`src/rtl/wb_regfile_scoreboard.sv`:
```
// Write-back stage register files (scalar + vector) with registered read ports and a
// per-register in-flight scoreboard that stalls decode on RAW hazards. Optional macro: WB_BYPASS_EN.
module wb_regfile_scoreboard #(
  parameter int NREG = 16,
  parameter int DW   = 32,
  parameter int CNTW = 2,
  parameter int AW   = $clog2(NREG)
) (
  input  logic          i_clk,
  input  logic          i_rst,
  input  logic          i_wb_sel_dat,
  input  logic          i_wb_sel_c,
  input  logic          i_wb_we_c,
  input  logic          i_wb_we_v,
  input  logic          i_wb_prohib,
  input  logic [DW-1:0] i_wb_do,
  input  logic [7:0]    i_wb_dob,
  input  logic [DW-1:0] i_wb_alu_result,
  input  logic [AW-1:0] i_wb_rg,
  input  logic          i_iss_valid,
  input  logic          i_iss_wr,
  input  logic [AW-1:0] i_iss_rd,
  input  logic          i_iss_rd_vec,
  input  logic          i_ra_en,
  input  logic          i_rb_en,
  input  logic [AW-1:0] i_ra_addr,
  input  logic [AW-1:0] i_rb_addr,
  input  logic          i_ra_vec,
  input  logic          i_rb_vec,
  output logic [DW-1:0] o_ra_data,
  output logic [DW-1:0] o_rb_data,
  output logic          o_stall
);

  localparam logic [CNTW-1:0] CNT_MAX = '1;
  localparam logic [CNTW-1:0] CNT_ONE = CNTW'(1);

  logic [DW-1:0]   r_scalar [NREG];
  logic [DW-1:0]   r_vector [NREG];
  logic [CNTW-1:0] r_cnt_c  [NREG];
  logic [CNTW-1:0] r_cnt_v  [NREG];
  logic [DW-1:0]   r_ra_data;
  logic [DW-1:0]   r_rb_data;

  logic [DW-1:0]   w_wdata;
  logic            w_ret_c;
  logic            w_ret_v;
  logic            w_wr_c;
  logic            w_wr_v;
  logic            w_issue;
  logic [NREG-1:0] w_inc_c;
  logic [NREG-1:0] w_inc_v;
  logic [NREG-1:0] w_dec_c;
  logic [NREG-1:0] w_dec_v;
  logic [CNTW-1:0] w_cnt_a;
  logic [CNTW-1:0] w_cnt_b;
  logic [CNTW-1:0] w_cnt_rd;
  logic            w_ret_rd;
  logic            w_hz_a;
  logic            w_hz_b;
  logic            w_rd_full;
  logic [DW-1:0]   w_ra_next;
  logic [DW-1:0]   w_rb_next;

  always_comb begin
    w_wdata = i_wb_alu_result;
    if (i_wb_sel_dat) begin
      w_wdata = i_wb_sel_c ? {{(DW-8){1'b0}}, i_wb_dob} : i_wb_do;
    end
  end

  // Scalar R0 is hardwired: it is never retired, written or counted.
  assign w_ret_c = i_wb_we_c && (i_wb_rg != '0);
  assign w_ret_v = i_wb_we_v;
  assign w_wr_c  = w_ret_c && !i_wb_prohib;
  assign w_wr_v  = w_ret_v && !i_wb_prohib;

  assign w_cnt_a  = i_ra_vec ? r_cnt_v[i_ra_addr] : r_cnt_c[i_ra_addr];
  assign w_cnt_b  = i_rb_vec ? r_cnt_v[i_rb_addr] : r_cnt_c[i_rb_addr];
  assign w_cnt_rd = i_iss_rd_vec ? r_cnt_v[i_iss_rd] : r_cnt_c[i_iss_rd];
  assign w_ret_rd = i_iss_rd_vec ? (w_ret_v && (i_wb_rg == i_iss_rd))
                                 : (w_ret_c && (i_wb_rg == i_iss_rd));

`ifdef WB_BYPASS_EN
  logic w_wr_a;
  logic w_wr_b;

  assign w_wr_a = i_ra_vec ? (w_wr_v && (i_wb_rg == i_ra_addr))
                           : (w_wr_c && (i_wb_rg == i_ra_addr));
  assign w_wr_b = i_rb_vec ? (w_wr_v && (i_wb_rg == i_rb_addr))
                           : (w_wr_c && (i_wb_rg == i_rb_addr));

  // A last outstanding write landing this cycle is forwarded, so it no longer blocks the reader.
  assign w_hz_a = i_ra_en && (w_cnt_a != '0) && !((w_cnt_a == CNT_ONE) && w_wr_a);
  assign w_hz_b = i_rb_en && (w_cnt_b != '0) && !((w_cnt_b == CNT_ONE) && w_wr_b);
`else
  assign w_hz_a = i_ra_en && (w_cnt_a != '0);
  assign w_hz_b = i_rb_en && (w_cnt_b != '0);
`endif

  assign w_rd_full = i_iss_wr && (w_cnt_rd == CNT_MAX) && !w_ret_rd;
  assign o_stall   = i_iss_valid && (w_hz_a || w_hz_b || w_rd_full);
  assign w_issue   = i_iss_valid && i_iss_wr && !o_stall;

  always_comb begin
    w_inc_c = '0;
    w_inc_v = '0;
    w_dec_c = '0;
    w_dec_v = '0;
    if (w_issue && i_iss_rd_vec) begin
      w_inc_v[i_iss_rd] = 1'b1;
    end
    if (w_issue && !i_iss_rd_vec && (i_iss_rd != '0)) begin
      w_inc_c[i_iss_rd] = 1'b1;
    end
    if (w_ret_c) begin
      w_dec_c[i_wb_rg] = 1'b1;
    end
    if (w_ret_v) begin
      w_dec_v[i_wb_rg] = 1'b1;
    end
  end

  // Simultaneous issue and retire cancel; a retire with nothing outstanding saturates at zero.
  function automatic logic [CNTW-1:0] nextCount(input logic [CNTW-1:0] cnt,
                                                input logic inc, input logic dec);
    logic [CNTW-1:0] res;
    res = cnt;
    if (inc && !dec) begin
      res = cnt + CNT_ONE;
    end else if (dec && !inc && (cnt != '0)) begin
      res = cnt - CNT_ONE;
    end
    return res;
  endfunction

  always_ff @(posedge i_clk) begin
    if (i_rst) begin
      for (int i = 0; i < NREG; i++) begin
        r_cnt_c[i] <= '0;
        r_cnt_v[i] <= '0;
      end
    end else begin
      for (int i = 0; i < NREG; i++) begin
        r_cnt_c[i] <= nextCount(r_cnt_c[i], w_inc_c[i], w_dec_c[i]);
        r_cnt_v[i] <= nextCount(r_cnt_v[i], w_inc_v[i], w_dec_v[i]);
      end
    end
  end

  always_ff @(posedge i_clk) begin
    if (i_rst) begin
      for (int i = 0; i < NREG; i++) begin
        r_scalar[i] <= '0;
        r_vector[i] <= '0;
      end
    end else begin
      if (w_wr_c) begin
        r_scalar[i_wb_rg] <= w_wdata;
      end
      if (w_wr_v) begin
        r_vector[i_wb_rg] <= w_wdata;
      end
    end
  end

  always_comb begin
    w_ra_next = i_ra_vec ? r_vector[i_ra_addr] : r_scalar[i_ra_addr];
    w_rb_next = i_rb_vec ? r_vector[i_rb_addr] : r_scalar[i_rb_addr];
    if (!i_ra_vec && (i_ra_addr == '0)) begin
      w_ra_next = '0;
    end
    if (!i_rb_vec && (i_rb_addr == '0)) begin
      w_rb_next = '0;
    end
`ifdef WB_BYPASS_EN
    if (w_wr_a) begin
      w_ra_next = w_wdata;
    end
    if (w_wr_b) begin
      w_rb_next = w_wdata;
    end
`endif
  end

  always_ff @(posedge i_clk) begin
    if (i_rst) begin
      r_ra_data <= '0;
      r_rb_data <= '0;
    end else begin
      r_ra_data <= w_ra_next;
      r_rb_data <= w_rb_next;
    end
  end

  assign o_ra_data = r_ra_data;
  assign o_rb_data = r_rb_data;

endmodule

```
`config.mk`:
```
export PLATFORM = sky130hd
export DESIGN_NAME = wb_regfile_scoreboard
export DESIGN_NICKNAME = d
export VERILOG_FILES = /design/src/rtl/wb_regfile_scoreboard.sv
export SDC_FILE = /design/constraint.sdc
export NUM_CORES = 2
export LEC_CHECK = 0
export BUFFER_PORTS_ARGS = -buffer_cell sky130_fd_sc_hd__buf_2
export CAP_MARGIN = 20
export CORE_MARGIN = 2
export CORE_UTILIZATION = 60
export CTS_CLUSTER_DIAMETER = 50
export DETAILED_ROUTE_END_ITERATION = 10
export PLACE_DENSITY = 0.77
export SLEW_MARGIN = 10
export SYNTH_ARGS = -nofsm -noshare
export SYNTH_HDL_FRONTEND = slang
export SYNTH_SLANG_ARGS = --single-unit
```
`constraint.sdc`:
```
create_clock -name i_clk -period 7.7 [get_ports i_clk]
set_clock_uncertainty 0.1 [all_clocks]
set_input_delay 1.54 -clock i_clk [delete_from_list [all_inputs] [get_ports i_clk]]
set_output_delay 1.54 -clock i_clk [all_outputs]
set_load 0.05 [all_outputs]
```
# After elaboration in Yosys (flattened, before gate mapping)
# Memory sizes are Yosys's and may differ from the RTL's.
# Cells that the tools add are included.
# totals
regBits	64
latch_bits	0
mem_bits_rw	1088
romBits	0
inputBits	102
output_inout_bits	65
word_cells	496
mem_count	4
# memory_table
memory	words	width	rd	rd_clocked_by_memory_dff	write_ports	line_no	text
r_scalar	16	32	2	0	16	38	logic [DW-1:0] r_scalar [NREG];
r_vector	16	32	2	0	16	39	logic [DW-1:0] r_vector [NREG];
r_cnt_c	16	2	19	0	16	40	logic [CNTW-1:0] r_cnt_c [NREG];
r_cnt_v	16	2	19	0	16	41	logic [CNTW-1:0] r_cnt_v [NREG];
# op_classes
n_addsub	64
mul	0
div_mod_pow	0
n_lt_le_gt_ge	4
n_eq_ne	2
shifts	0
n_mux	159
bitwise_logic	32
reduce_logical	229
# ops
cell	count
$mux 2	131
$mux 32	6
$logic_and 1x1->1	115
$logic_not 1->1	70
$reduce_bool 2->1	34
$add 2x1->2 const B	32
$mux 16	4
$reduce_or 32->1	2
$sub 2x1->2 const B	32
$or 1x1->1	32
$mux 1	14
$lt 4x5->1 const B	2
$demux 1 s4	2
$ge 4x1->1 const B	2
$logic_not 4->1	2
$mux 4	2
$reduce_bool 4->1	2
$eq 4x4->1	1
$reduce_or 2->1	2
$eq 2x2->1 const B	1
$logic_or 1x1->1	2

# Logic depth before layout (Yosys ltp)
# depth
word_depth	20
depth_mapped	12
depth_no_buf	8

# Worst setup path after synthesis
# Ideal clock, no wire load.
# synth_path
path_type	input port to output port
startpoint	in i_rb_addr[0]
endpoint	out o_stall
t_arrival_ns	3.896
required_time_ns	6.060
setup_slack_ns	2.164
cell_stages	10
path_buffers	3
path_cell_list	buf_2 > inv_2 > mux4_2 > a2bb2oi_1 > o22ai_1 > a211oi_2 > or3_1 > buf_2 > buf_2 > and2_1
# synth_via
elab_chain_cells	7
elab_cells_between_ends	8
cone_classes	1 x mux; 5 x reduce/logical; 2 x memory
# synth_lines
item	line_no	text
from (decl)	27	input logic [AW-1:0] i_rb_addr,
$mem_v2 16x2, on equally long branches	-	
$mux 2 *	79	assign w_cnt_b = i_rb_vec ? r_cnt_v[i_rb_addr] : r_cnt_c[i_rb_addr];
$reduce_bool 2->1 *	98	assign w_hz_b = i_rb_en && (w_cnt_b != '0);
$logic_and 1x1->1 *	98	
$logic_or 1x1->1 * (2 in a row)	102	assign o_stall = i_iss_valid && (w_hz_a || w_hz_b || w_rd_full);
$logic_and 1x1->1 *	102	
to (decl)	32	output logic o_stall
# Mark *: on every way between the ends. The rest lies on a longest branch, timed or not.

# Worst setup path after layout
# layout_path
startpoint	in i_iss_rd[0]
endpoint	out o_stall
# layout_via
elab_chain_cells	7
elab_cells_between_ends	13
cone_classes	2 x eq/ne; 2 x mux; 7 x reduce/logical; 2 x memory
# layout_lines
item	line_no	text
from (decl)	22	input logic [AW-1:0] i_iss_rd,
$mem_v2 16x2, or another cell as far along	-	
$mux 2, or another cell as far along	80	assign w_cnt_rd = i_iss_rd_vec ? r_cnt_v[i_iss_rd] : r_cnt_c[i_iss_rd];
$eq 2x2->1 / $mux 1 (equally long branches)	101, 81	
$logic_and 1x1->1 / $logic_not 1->1 (equally long branches)	101	assign w_rd_full = i_iss_wr && (w_cnt_rd == CNT_MAX) && !w_ret_rd;
$logic_and 1x1->1 *	101	
$logic_or 1x1->1 *	102	
$logic_and 1x1->1 *	102	
# Marks and branches as above.

==> flow_summary.ini <==
[global_route]
antenna_found_initial = 7
grt_overflow = 0
grt_usage_pct = 39.0
grt_pass1_wl_mm = 285
first_global_vias = 43487
grt_start_max_net_pins = 115

[timing]
report.final.slew_viol_count = 0
finalHoldViolCount = 0
tightestPinTransition_ns = 1.16
final.min_clock_period_ns = 6.00
post-route-period-util_pct = 77.9
tns_ns = 0
setup_viol = 0
fmax_ghz = 0.167
rsz0062_at_grt = no
slew_headroom_pct = 22.6

[job]
drv_cap = 0

[drt]
drc = 2
avgRoutedWirePerCell_um = 32.9
first_pass_iters = 10
vias = 44486
drt_iter0_markers = 8312
vias_per_cell = 7.39
drt_wl_total_mm = 198
antenna_left = 0

[final_layout]
fillerInstances = 6792
fin_cells = 6023
synthToLayoutAreaGrowth_pct = 10.8
drive_above_1_share_pct = 24.2
fin_nets = 4733

[power_and_ir_drop]
powerDensity_nw_per_um2 = 234
ir_drop_uv = 237
p_leak_nw = 22.5

[clocking]
cts_setup_buffers = 0
cts-htree-levels = 4
root_buffer = clkbuf_16
cts.reportedPaths.clkPinSlew_ns = 0.06
cts_tree = built
clockBufferDepth = 3
cts_made_buffers = 131
cts_hold_buf = 0
clock_latency_ns = 0.76
cts-resized-gates = 0
cts_sinks = 1152

[place]
finalWeightedCongestion = 0.921
placed_cells = 5785
port_buffers = 166
dp_hpwl_mm = 110

[critical_path]
worstSetupStartpointType = input port
ff2ff_path_depth = 9
path_class = input port to primary output
worstPathRequired_ns = 6.06
worst_ep_arrival_time_ns = 4.36
cp-end-kind = primary output
worst-path-max-fanout = 39
r2r-start = r_cnt_v[5][0]$_SDFFE_PP0P_
reg2reg_to = r_cnt_c[8][1]$_SDFFE_PP0P_
r2r_slack_ns = 4.20

[synthesis]
syn_inst = 4633
synth.avg_cell_area_um2 = 12.8
ys_seq_elements = 1152
synth-compound-area-share_pct = 6.05
async_flop_share_pct = 0
synth-simple-area-share_pct = 11.8
yosysSeqAreaShare_pct = 56.2
synth_ff_type = edfxtp_1
synthDistinctLibCells = 60
synth_edf_count = 1024
synth_fa_ha_area_share_pct = 0
syn_area_um2 = 59300
synthMuxAreaShare_pct = 22.7
yosys_warnings = 0
synth-xor-area-share_pct = 0.0591
synth_top_family_by_area = multiplexers

[die]
coreArea_um2 = 98100
dieArea_um2 = 101000
rows = 115
fp.dieH_um = 318
pin_count = 167
die_width_um = 318
start_util_pct = 60.5

[min_path]
min_from = r_cnt_c[0][0]$_SDFFE_PP0P_
worstHoldPathCells = 2
hp-class = flop to flop
worst_hold_path.endpoint = r_cnt_c[0][0]$_SDFFE_PP0P_

[status]
violations = design-rule violations
status = complete, but fails checks
==> where the power goes <==
| part | switching, W | internal (W) |
|---|---|---|
| Sequential | 0.000195 | 0.00714 |
| Combinational | 0.00127 | 0.000714 |
| Clock | 0.00260 | 0.00348 |
==> cells by family (layout without fill, tap and decap cells) <==
| group | count (synthesis) | in the layout |
|---|---|---|
| AO/OA/AOI/OAI | 570 | 570 |
| multiplexers | 745 | 745 |
| buffers and inverters | 477 | 546 |
| XOR/XNOR | 4 | 4 |
| AND/OR/NAND/NOR | 1684 | 1684 |
| other | 1 | 35 |
| flip-flops | 1152 | 1152 |
==> worst max path at each step <==
stage	end	cells past startpoint	start
after floorplan	o_stall	10	i_rb_addr[0]
after global placement	o_stall	9	i_iss_rd[0]
after detailed placement	o_stall	9	i_rb_addr[0]
after CTS	o_stall	9	i_rb_addr[0]
after global routing	o_stall	9	i_rb_addr[0]
final	o_stall	9	i_iss_rd[0]
==> critical path, stage by stage <==
cell     delay [ns]
buf_2          0.70
mux4_2         0.61
a22oi_1        0.27
nand2_1        0.08
nand3_1        0.13
a21oi_2        0.14
or3_1          0.45
and2_1         0.19
buf_2          0.21
==> layout make-up <==
type / instances / area [um2] / share of cell area [%]
clock inverter: 59 / 477 / 0.725
timing repair buffer: 303 / 2000 / 3.04
sequential: 1152 / 33300 / 50.7
inverter: 8 / 32.5 / 0.0495
tap: 1287 / 1610 / 2.45
antenna: 3 / 7.51 / 0.0114
multi-input combinational: 3035 / 24600 / 37.4
clock buffer: 176 / 3690 / 5.61
==> cell usage after synthesis (5+ instances only) <==
master	count	area [um2]
o221ai_1	64	561
a2111oi_0	5	43.8
a22oi_1	8	60.1
mux2i_1	203	2030
nor2b_1	49	307
mux2_2	67	754
o32ai_1	7	61.3
a311oi_1	6	52.6
nor3_1	78	390
inv_1	5	18.8
and3_1	45	282
a21oi_1	222	1110
o2111ai_1	20	175
nor3b_1	7	52.6
nand2b_1	6	37.5
clkbuf_1	365	1370
o21ai_0	86	430
o2bb2ai_1	11	96.3
nand3_1	43	215
nand4b_1	7	61.3
and2_1	9	56.3
mux4_2	475	10700
a32o_1	6	60.1
o211ai_1	29	218
o22ai_1	82	513
nand4_1	10	62.6
nand2_1	244	916
nor4_1	10	62.6
buf_2	62	310
buf_1	40	150
edfxtp_1	1024	30700
a211oi_1	5	37.5
nor4b_1	20	175
dfxtp_1	128	2560
nor2_1	1141	4280
==> routing by layer <==
| layer | vias up | track usage (%) | routed length [um] |
|---|---|---|---|
| li1 | 17594 | - | - |
| met1 | 21358 | 50.5 | 62500 |
| met2 | 4620 | 56.9 | 85900 |
| met3 | 902 | 14.4 | 35900 |
| met4 | 12 | 22.7 | 13900 |
| met5 | - | 0.898 | 181 |
==> sequential cells by signal, indices dropped and copies added (netlist names) <==
register	flops
r_cnt_c	32
r_scalar	512
r_vector	512
o_rb_data	32
o_ra_data	32
r_cnt_v	32
==> placed cells by master, fill, tap and decap left out, types with 20 or more instances in the layout <==
cell | synthesis | layout
nor4b_1 | 20 | 20
nor3_1 | 78 | 78
nand2_1 | 244 | 188
nor2b_1 | 49 | 47
mux2_2 | 67 | 67
and3_1 | 45 | 45
o2111ai_1 | 20 | 20
dfxtp_1 | 128 | 128
edfxtp_1 | 1024 | 1024
clkbuf_16 | 0 | 139
buf_4 | 2 | 135
nand2_2 | 0 | 56
nand3_1 | 43 | 37
o22ai_1 | 82 | 82
a21oi_1 | 222 | 199
clkbuf_1 | 365 | 30
nor2_1 | 1141 | 1140
mux2i_1 | 203 | 202
buf_2 | 62 | 156
o211ai_1 | 29 | 29
mux4_2 | 475 | 475
o221ai_1 | 64 | 64
o21ai_0 | 86 | 78
a21oi_2 | 1 | 24
conb_1 | 1 | 32
==> through the flow <==
stage	setup WS [ns]	power (W)	util [%]	hold WS (ns)	instance area, um2
floorplan	2.16	0.00866	-	0.319	59400
global placement	1.81	0.00930	62.7	0.332	61500
detailed placement	1.74	0.00936	62.7	0.345	61600
CTS	1.70	0.0153	67.0	0.354	65700
global route	1.52	0.0157	67.0	0.371	65700
finish	1.70	0.0154	67.0	0.355	65700
No activity file was read; power rests on OpenSTA's default activity.
